--- src/rtl/mips_mem_bridge.sv ---
// mips_mem_bridge
// ---------------
// Puts the CPU's separate instruction and data ports onto one shared memory
// bus that may insert wait states. Each CPU step becomes a fetch phase and/or
// a data phase, done one after the other. The core is frozen through
// cpu_stall until the single RESP cycle. A transfer that waits too long is
// aborted and raises the sticky bus_error flag.
//
// Ports
//   clk, reset            clock (rising edge), asynchronous active-low reset
//   instr_req/address     fetch request and address from the core
//   instr_readdata/valid  latched fetch data, valid in the RESP cycle
//   data_read/write       load / store request (both set = store)
//   data_address          load/store address
//   data_byteenable       lane mask
//   data_writedata        store data
//   data_readdata/valid   latched load data, load/store done in RESP
//   cpu_stall             core must hold its state and requests
//   bus_*                 shared memory bus master port (word-aligned)
//   bus_error             sticky timeout flag, cleared only by reset
module mips_mem_bridge #(
   parameter  int ADDR_W     = 32,
   parameter  int DATA_W     = 32,
   parameter  int MAX_WAIT   = 16,
   parameter  int DATA_FIRST = 0,
   localparam int BE_W       = DATA_W / 8
) (
   input  logic              clk,
   input  logic              reset,
   input  logic              instr_req,
   input  logic [ADDR_W-1:0] instr_address,
   output logic [DATA_W-1:0] instr_readdata,
   output logic              instr_valid,
   input  logic              data_read,
   input  logic              data_write,
   input  logic [ADDR_W-1:0] data_address,
   input  logic [BE_W-1:0]   data_byteenable,
   input  logic [DATA_W-1:0] data_writedata,
   output logic [DATA_W-1:0] data_readdata,
   output logic              data_valid,
   output logic              cpu_stall,
   output logic [ADDR_W-1:0] bus_address,
   output logic              bus_read,
   output logic              bus_write,
   output logic [BE_W-1:0]   bus_byteenable,
   output logic [DATA_W-1:0] bus_writedata,
   input  logic [DATA_W-1:0] bus_readdata,
   input  logic              bus_waitrequest,
   output logic              bus_error
);

   typedef enum logic [1:0] {
      S_IDLE  = 2'd0,
      S_FETCH = 2'd1,
      S_DATA  = 2'd2,
      S_RESP  = 2'd3
   } state_t;

   // Wide enough to hold MAX_WAIT itself.
   localparam int CNT_W = (MAX_WAIT > 0) ? $clog2(MAX_WAIT + 1) : 1;

   state_t             state_reg, state_next;
   logic [CNT_W-1:0]   wait_cnt_reg, wait_cnt_next;
   logic [DATA_W-1:0]  instr_rdata_reg;
   logic [DATA_W-1:0]  data_rdata_reg;
   logic               fetch_done_reg;
   logic               data_done_reg;
   logic               bus_error_reg;

   logic               data_req;
   logic               any_req;
   logic               in_phase;
   logic               timeout;
   logic               strobe_on;
   logic               xfer_done;

   // The bus is word addressed. The low address bits from the core are
   // ignored on purpose.
   logic [3:0]         unused_addr_bits;
   assign unused_addr_bits = {instr_address[1:0], data_address[1:0]};

   assign data_req  = data_read | data_write;
   assign any_req   = instr_req | data_req;
   assign in_phase  = (state_reg == S_FETCH) || (state_reg == S_DATA);

   // Once the counter reaches the limit, the strobe is already dropped for
   // this cycle. The phase then ends no matter what waitrequest says.
   assign timeout   = (MAX_WAIT > 0) && in_phase &&
                      (wait_cnt_reg == CNT_W'(MAX_WAIT));
   assign strobe_on = in_phase && !timeout;
   assign xfer_done = in_phase && (timeout || !bus_waitrequest);

   // ---------------------------------------------------------------- state
   always_ff @(posedge clk or negedge reset) begin
      if (!reset) begin
         state_reg <= S_IDLE;
      end else begin
         state_reg <= state_next;
      end
   end

   // ----------------------------------------------------------- next state
   always_comb begin
      state_next    = state_reg;
      wait_cnt_next = wait_cnt_reg;
      case (state_reg)
         S_IDLE: begin
            if (any_req) begin
               if (DATA_FIRST != 0) state_next = data_req  ? S_DATA  : S_FETCH;
               else                 state_next = instr_req ? S_FETCH : S_DATA;
            end
         end
         S_FETCH: begin
            if (xfer_done)
               state_next = (DATA_FIRST == 0 && data_req) ? S_DATA : S_RESP;
         end
         S_DATA: begin
            if (xfer_done)
               state_next = (DATA_FIRST != 0 && instr_req) ? S_FETCH : S_RESP;
         end
         default: state_next = S_IDLE;
      endcase

      // Every phase entry starts a fresh wait budget.
      if (state_next != state_reg)
         wait_cnt_next = '0;
      else if (MAX_WAIT > 0 && strobe_on && bus_waitrequest)
         wait_cnt_next = wait_cnt_reg + 1'b1;
   end

   // -------------------------------------------------------------- outputs
   always_comb begin
      cpu_stall      = any_req && (state_reg != S_RESP);
      bus_address    = '0;
      bus_read       = 1'b0;
      bus_write      = 1'b0;
      bus_byteenable = '0;
      bus_writedata  = '0;
      instr_valid    = 1'b0;
      data_valid     = 1'b0;
      case (state_reg)
         S_FETCH: begin
            bus_address    = {instr_address[ADDR_W-1:2], 2'b00};
            bus_byteenable = '1;
            bus_read       = strobe_on;
         end
         S_DATA: begin
            bus_address    = {data_address[ADDR_W-1:2], 2'b00};
            bus_byteenable = data_byteenable;
            if (data_write) begin
               bus_write     = strobe_on;
               bus_writedata = data_writedata;
            end else begin
               bus_read      = strobe_on;
            end
         end
         S_RESP: begin
            instr_valid = fetch_done_reg;
            data_valid  = data_done_reg;
         end
         default: ;
      endcase
   end

   // ------------------------------------------------------------- datapath
   always_ff @(posedge clk or negedge reset) begin
      if (!reset) begin
         wait_cnt_reg    <= '0;
         instr_rdata_reg <= '0;
         data_rdata_reg  <= '0;
         fetch_done_reg  <= 1'b0;
         data_done_reg   <= 1'b0;
         bus_error_reg   <= 1'b0;
      end else begin
         wait_cnt_reg <= wait_cnt_next;
         if (timeout)
            bus_error_reg <= 1'b1;
         if (state_reg == S_IDLE) begin
            fetch_done_reg <= 1'b0;
            data_done_reg  <= 1'b0;
         end
         if (state_reg == S_FETCH && xfer_done) begin
            fetch_done_reg  <= 1'b1;
            instr_rdata_reg <= timeout ? '0 : bus_readdata;
         end
         if (state_reg == S_DATA && xfer_done) begin
            data_done_reg <= 1'b1;
            if (!data_write)
               data_rdata_reg <= timeout ? '0 : bus_readdata;
         end
      end
   end

   assign instr_readdata = instr_rdata_reg;
   assign data_readdata  = data_rdata_reg;
   assign bus_error      = bus_error_reg;

endmodule

--- config.mk ---
export PLATFORM = sky130hd
export DESIGN_NAME = mips_mem_bridge
export DESIGN_NICKNAME = d
export VERILOG_FILES = /design/src/rtl/mips_mem_bridge.sv
export SDC_FILE = /design/constraint.sdc
export NUM_CORES = 1
export LEC_CHECK = 0
export ABC_AREA = 1
export CAP_MARGIN = 25
export CORE_ASPECT_RATIO = 0.5
export CORE_MARGIN = 2
export CORE_UTILIZATION = 38
export CTS_CLUSTER_SIZE = 14
export DETAILED_ROUTE_END_ITERATION = 6
export GPL_ROUTABILITY_DRIVEN = 0
export MAX_ROUTING_LAYER = met4
export PLACE_DENSITY = 0.87
export SLEW_MARGIN = 20
export SYNTH_ARGS = -nofsm -noshare
export SYNTH_HDL_FRONTEND = slang
export SYNTH_SLANG_ARGS = --single-unit
--- constraint.sdc ---
create_clock -name clk -period 3.09 [get_ports clk]
set_clock_uncertainty 0.15 [all_clocks]
set_input_delay 0.4635 -clock clk [delete_from_list [all_inputs] [get_ports clk]]
set_output_delay 0.4635 -clock clk [all_outputs]
set_load 0.02 [all_outputs]
==> results of run 1 <==
-- cells in the final DEF, fill, tap and decap left out, drive strengths merged --
cell type / count
conb: 2
inv: 51
a21oi: 36
nand3: 12
clkdlybuf4s50: 237
ha: 6
o21ai: 67
bufinv: 2
xor2: 4
dlygate4sd2: 3
dfrtp: 74
o22ai: 1
nor2: 44
dlymetal6s2s: 28
nand2: 180
nand4: 2
clkbuf: 12
clkinvlp: 1
clkinv: 2
buf: 8
-- worst max-delay path by stage --
stage	endpoint	cells past startpoint
2_1_floorplan	bus_address[10]	6
3_3_place_gp	bus_writedata[23]	7
3_5_place_dp	bus_writedata[24]	7
4_1_cts	bus_writedata[11]	7
5_1_grt	bus_writedata[14]	7
6_report	bus_writedata[28]	7
-- worst max-delay path, stage by stage (launching register included) --
cell             delay [ns]
dfrtp_1                0.42
inv_2                  0.12
ha_2                   0.24
buf_12                 0.19
nand2_1                0.07
buf_4                  0.23
nor2_1                 0.12
clkdlybuf4s50_1        0.60
-- timing repair --
item / 4_1_cts / 5_1_grt
endpoints found under the setup margin: 3 / 31
cloned: 0 / 0
resized for setup: 3 / 30
-- kinds of logic (layout without fill, tap and decap cells) --
group                      after synthesis  after routing  share of synthesized area, %
AOI/OAI and AO/OA                      104            104                          15.0
buffers and inverters                   85            344                          9.86
DFF                                     74             74                          46.8
and+or+nand+nor                        238            238                          25.5
other                                    1              2                        0.0948
xor gates and xnor gates                 4              4                         0.885
adders and majority gates                6              6                          1.90
-- layer usage --
layer / global-route usage [%] / vias up / wire (um)
li1: - / 2108 / -
met5: - / - / 0
met1: 31.6 / 2051 / 6010
met3: 3.83 / 34 / 607
met4: 7.24 / 0 / 305
met2: 43.5 / 155 / 7350
-- per-stage QoR --
stage          instance area [um2]  power, mW  hold slack [ns]  utilization (%)
2_1_floorplan                 3960       3.75           0.0179                -
3_3_place_gp                  6730       5.54            0.298             66.1
3_5_place_dp                  6730       5.65            0.318             66.1
4_1_cts                       7040       6.79            0.141             69.1
5_1_grt                       7110       7.13            0.180             69.9
6_report                      7110       6.77            0.117             69.9
-- power breakdown --
group	switching, mW	total (mW)	internal [mW]
combinational	2.26	4.02	1.76
clock	0.389	1.10	0.709
sequential	0.256	1.65	1.40
-- area by class of cell --
type | instances | area (um2) | area share (%)
clock buffer | 12 | 236 | 3.32
clock inverter | 4 | 76.3 | 1.07
inverter | 52 | 195 | 2.74
multi-input combinational | 354 | 1720 | 24.2
sequential | 74 | 1850 | 26.0
tap | 140 | 175 | 2.46
timing repair buffer | 276 | 2860 | 40.2
==> run metrics, run 1 <==
clock latency on the worst-skew pair between 0.3 and 0.4 ns; total iterations of the first detailed-routing run 5; Post-Layout Cell Count 912; Required @ worst endpoint 2.48 ns; Max VDD drop between 400 and 500 uV; Longest Clk Path Bufs 2; Unique masters post-synth 26; reg2reg start state_reg[1]$_DFF_PN0_; IO buf count 269; Sink Count 74; cts hold-fix bufs 0; Detailed Place HPWL 10.4 mm; GR Overflow Total 0; DP Worst Slack 0.348 ns; setup TNS 0 ns; Worst-Margin Slew between 0.9 and 1 ns; dpl cells 896; row count 26; crit end category output port; Worst Hold Class input pin to async pin; CTS tree yes; CTS Buf Count 9; worst r2r path cells 11; Synth top cells by count nand2_1, dfrtp_1, inv_1; Hold Vio Cnt, Final 0; relative slew slack 39.1%; antenna violation net count after detailed routing 0; area share of the largest cell type after synthesis 46.8%; count leader, synth nand2_1; synthesized area 3960 um2; largest area contributor in the netlist dfrtp_1; fin crit period 2.94 ns; initial antenna violation count 0; FFs w/ async S/R, synth 100%; die width 148 um; Synth area leaders dfrtp_1, nand2_1, inv_1, a21oi_1, o21ai_2; # nets final 911; share of layout cells above drive strength 1 7.12%; vias about 4.3k; Die Area 11300 um2; Iteration-0 DRC Markers 218; crit share post-route 95.1%; setup ws final roughly 0.15 ns; Seq/Total Area, Yosys 46.8%; Synth Flop Type dfrtp_1; cell count after synthesis 512; Core Area 10200 um2; count of state elements after synthesis 74; Reg-to-Reg End wait_cnt_reg[2]$_DFFE_PN0P_; Critical Path Start state_reg[0]$_DFF_PN0_; reg2reg setup slack 0.62 ns; total setup buffers inserted after CTS 0; Crit Path Max Fanout 35; Fill cells 763; Synth warnings 0; number of antenna diodes 0; maximum clock frequency 0.340 GHz; WS Path Type register to output port; Starting Density 38.9%; drc violations 0; Mapped Avg Cell Area 7.73 um2; vias in the first global route about 4.3k; Area growth syn-to-layout 79.7%; power density cells 951 nW/um2; clock-pin transition on the worst setup and hold timing paths about 0.06 ns; Leak 3.68 nW; setup violators final 0; RSZ-0062 raised after global routing no; final WL around 14 mm; Setup crit start kind register; Die Span Y 76.2 um; WL per Instance 15.7 um; status completed; first-pass GRT wire length roughly 22 mm; arrival time at the worst endpoint 2.33 ns; CTS H-tree depth 3; Final Max Slew Viols 0; IO Pins 276; number of synthesized flops with an enable pin 0; vias per std cell ~4.8; Max-cap violations 0; global-route usage over all layers 25.4%; CTS root buffer clkbuf_16; largest net degree at the start of global routing between 60 and 70
(Power assumes the default switching activity.)
==> run 2, diff against run 1 <==
--- a/config.mk
+++ b/config.mk
@@ -7,14 +7,17 @@
 export LEC_CHECK = 0
 export ABC_AREA = 1
 export CAP_MARGIN = 25
+export CELL_PAD_IN_SITES_DETAIL_PLACEMENT = 2
+export CELL_PAD_IN_SITES_GLOBAL_PLACEMENT = 2
 export CORE_ASPECT_RATIO = 0.5
 export CORE_MARGIN = 2
-export CORE_UTILIZATION = 38
+export CORE_UTILIZATION = 19
 export CTS_CLUSTER_SIZE = 14
 export DETAILED_ROUTE_END_ITERATION = 6
 export GPL_ROUTABILITY_DRIVEN = 0
 export MAX_ROUTING_LAYER = met4
 export PLACE_DENSITY = 0.87
+export SETUP_SLACK_MARGIN = 0.1
 export SLEW_MARGIN = 20
 export SYNTH_ARGS = -nofsm -noshare
 export SYNTH_HDL_FRONTEND = slang
==> run 2 against run 1 <==
Sequential share of layout area fell by 0.45 points. Combinational power barely moved. Sequential power barely moved. Design area rose by 1.8%. Setup slack improved by 0.072 ns. Via count rose by 2.1%. Flip-flop and latch count did not move. Count of clock-buffer cells in the layout fell by 1.
==> run metrics, run 2 (synthesized netlist as in run 1, its figures left out) <==
vias per std cell 4.23; RSZ-0062 raised after global routing no; most common cell after layout, fill and taps aside clkdlybuf4s50_1; Sink Count 74; number of antenna diodes 0; Die Span Y 106 um; Starting Density between 15 and 20%; clock latency on the worst-skew pair 0.33 ns; fin crit period 2.87 ns; largest net degree at the start of global routing 75; IO Pins 276; maximum clock frequency 0.349 GHz; Hold Crit Depth 2; die width 208 um; hold slack about 0.32 ns; global-route usage over all layers ~17%; Hold Vio Cnt, Final 0; Setup crit start kind register; setup ws final roughly 0.22 ns; WL per Instance approximately 18 um; Area growth syn-to-layout 82.9%; final WL between 15 and 20 mm; drc violations 0; # nets final between 900 and 1k; Reg-to-Reg End wait_cnt_reg[2]$_DFFE_PN0P_; WS Path Type register to output port; arrival time at the worst endpoint 2.25 ns; total power 6.83 mW; share of layout cells above drive strength 1 7.73%; Crit Path Max Fanout 33; reg2reg setup slack 0.73 ns; CTS root buffer clkbuf_16; reg2reg start state_reg[1]$_DFF_PN0_; most frequent cells in the layout clkdlybuf4s50_1, nand2_1, dfrtp_1; setup violators final 0; Critical Path Start state_reg[0]$_DFF_PN0_; crit end category output port; IO buf count 269; vias in the first global route 5056; Die Area around 22000 um2; total setup buffers inserted after CTS 0; Worst Hold Class register to register; Max VDD drop around 420 uV; DP Worst Slack around 0.35 ns; Hold Startpoint bus_error$_DFFE_PN0P_; GR Overflow Total 0; vias 4440; Finished Core Util 35.3%; Fill cells 2300; status completed; clock-pin transition on the worst setup and hold timing paths 0.06 ns; antenna violation net count after detailed routing 0; worst r2r path cells 10; Longest Clk Path Bufs 2; row count 37; Iteration-0 DRC Markers 194; CTS Buf Count 9; first-pass GRT wire length 28.7 mm; Hold Crit Endpoint bus_error$_DFFE_PN0P_; Core Area about 21000 um2; Final Max Slew Viols 0; Required @ worst endpoint 2.48 ns; setup TNS 0 ns; Detailed Place HPWL 13.8 mm; initial antenna violation count 0; total iterations of the first detailed-routing run 4; Leak 3.47 nW; CTS tree yes; power density cells 944 nW/um2; CTS H-tree depth 3; Max-cap violations 0; crit share post-route just over 90%
## run 2: cell count changes in the layout (fill, tap and decap cells not counted), sizes merged
cell / previous run / this run
buf: 8 / 11
dlygate4sd3: 0 / 1
clkbuf: 12 / 11
clkinv: 2 / 3
dlygate4sd2: 3 / 40
dlymetal6s2s: 28 / 5
clkdlybuf4s50: 237 / 223
## run 2: final cells by class
cell class	count	area, um2	share of cell area (%)
clock inverters	5	77.6	1.07
multi-input cells	354	1720	23.8
inverters	52	195	2.70
flip-flops and latches	74	1850	25.6
clock buffers	11	243	3.35
well taps	273	342	4.72
repair buffers	280	2810	38.8
## run 2: timing repair
| item | 4_1_cts | 5_1_grt |
|---|---|---|
| endpoints found under the hold margin | 0 | 17 |
| endpoints found under the setup margin | 68 | 28 |
| gates resized for setup | 41 | 6 |
| hold buffers | 0 | 1 |
## run 2: metal layers
layer	vias up	GRT usage [%]	part of all wire (%)
li1	2108	-	-
met1	2235	17.9	38
met2	67	32.8	57
met3	30	2.92	2.3
met4	0	5.34	2.2
met5	-	-	0
## run 2: worst max-delay path by stage
stage          cells after the start                end  slack [ns]
6_report                           6  bus_writedata[11]        0.22
3_3_place_gp                       6    bus_address[16]        0.39
4_1_cts                            6          bus_write        0.10
2_1_floorplan                      6    bus_address[10]        0.83
5_1_grt                            6  bus_writedata[16]        0.10
3_5_place_dp                       6    bus_address[16]        0.35
## run 2: through the flow
stage / area, um2 / cells
2_1_floorplan: 3960 / 513
3_3_place_gp: 6920 / 1031
3_5_place_dp: 6920 / 1031
4_1_cts: 7190 / 1047
5_1_grt: 7240 / 1049
6_report: 7240 / 1049
## run 2: critical path, stage by stage (launching register included)
cell             delay (ns)
dfrtp_1                0.43
inv_2                  0.14
ha_2                   0.28
nand2_1                0.07
buf_4                  0.24
nor2_1                 0.12
clkdlybuf4s50_1        0.63
## run 2: report_power, final
group	total (mW)	internal [mW]	switching, mW
combinational	4.03	1.64	2.39
sequential	1.66	1.40	0.268
clock	1.14	0.727	0.414
total	6.83	3.76	3.07
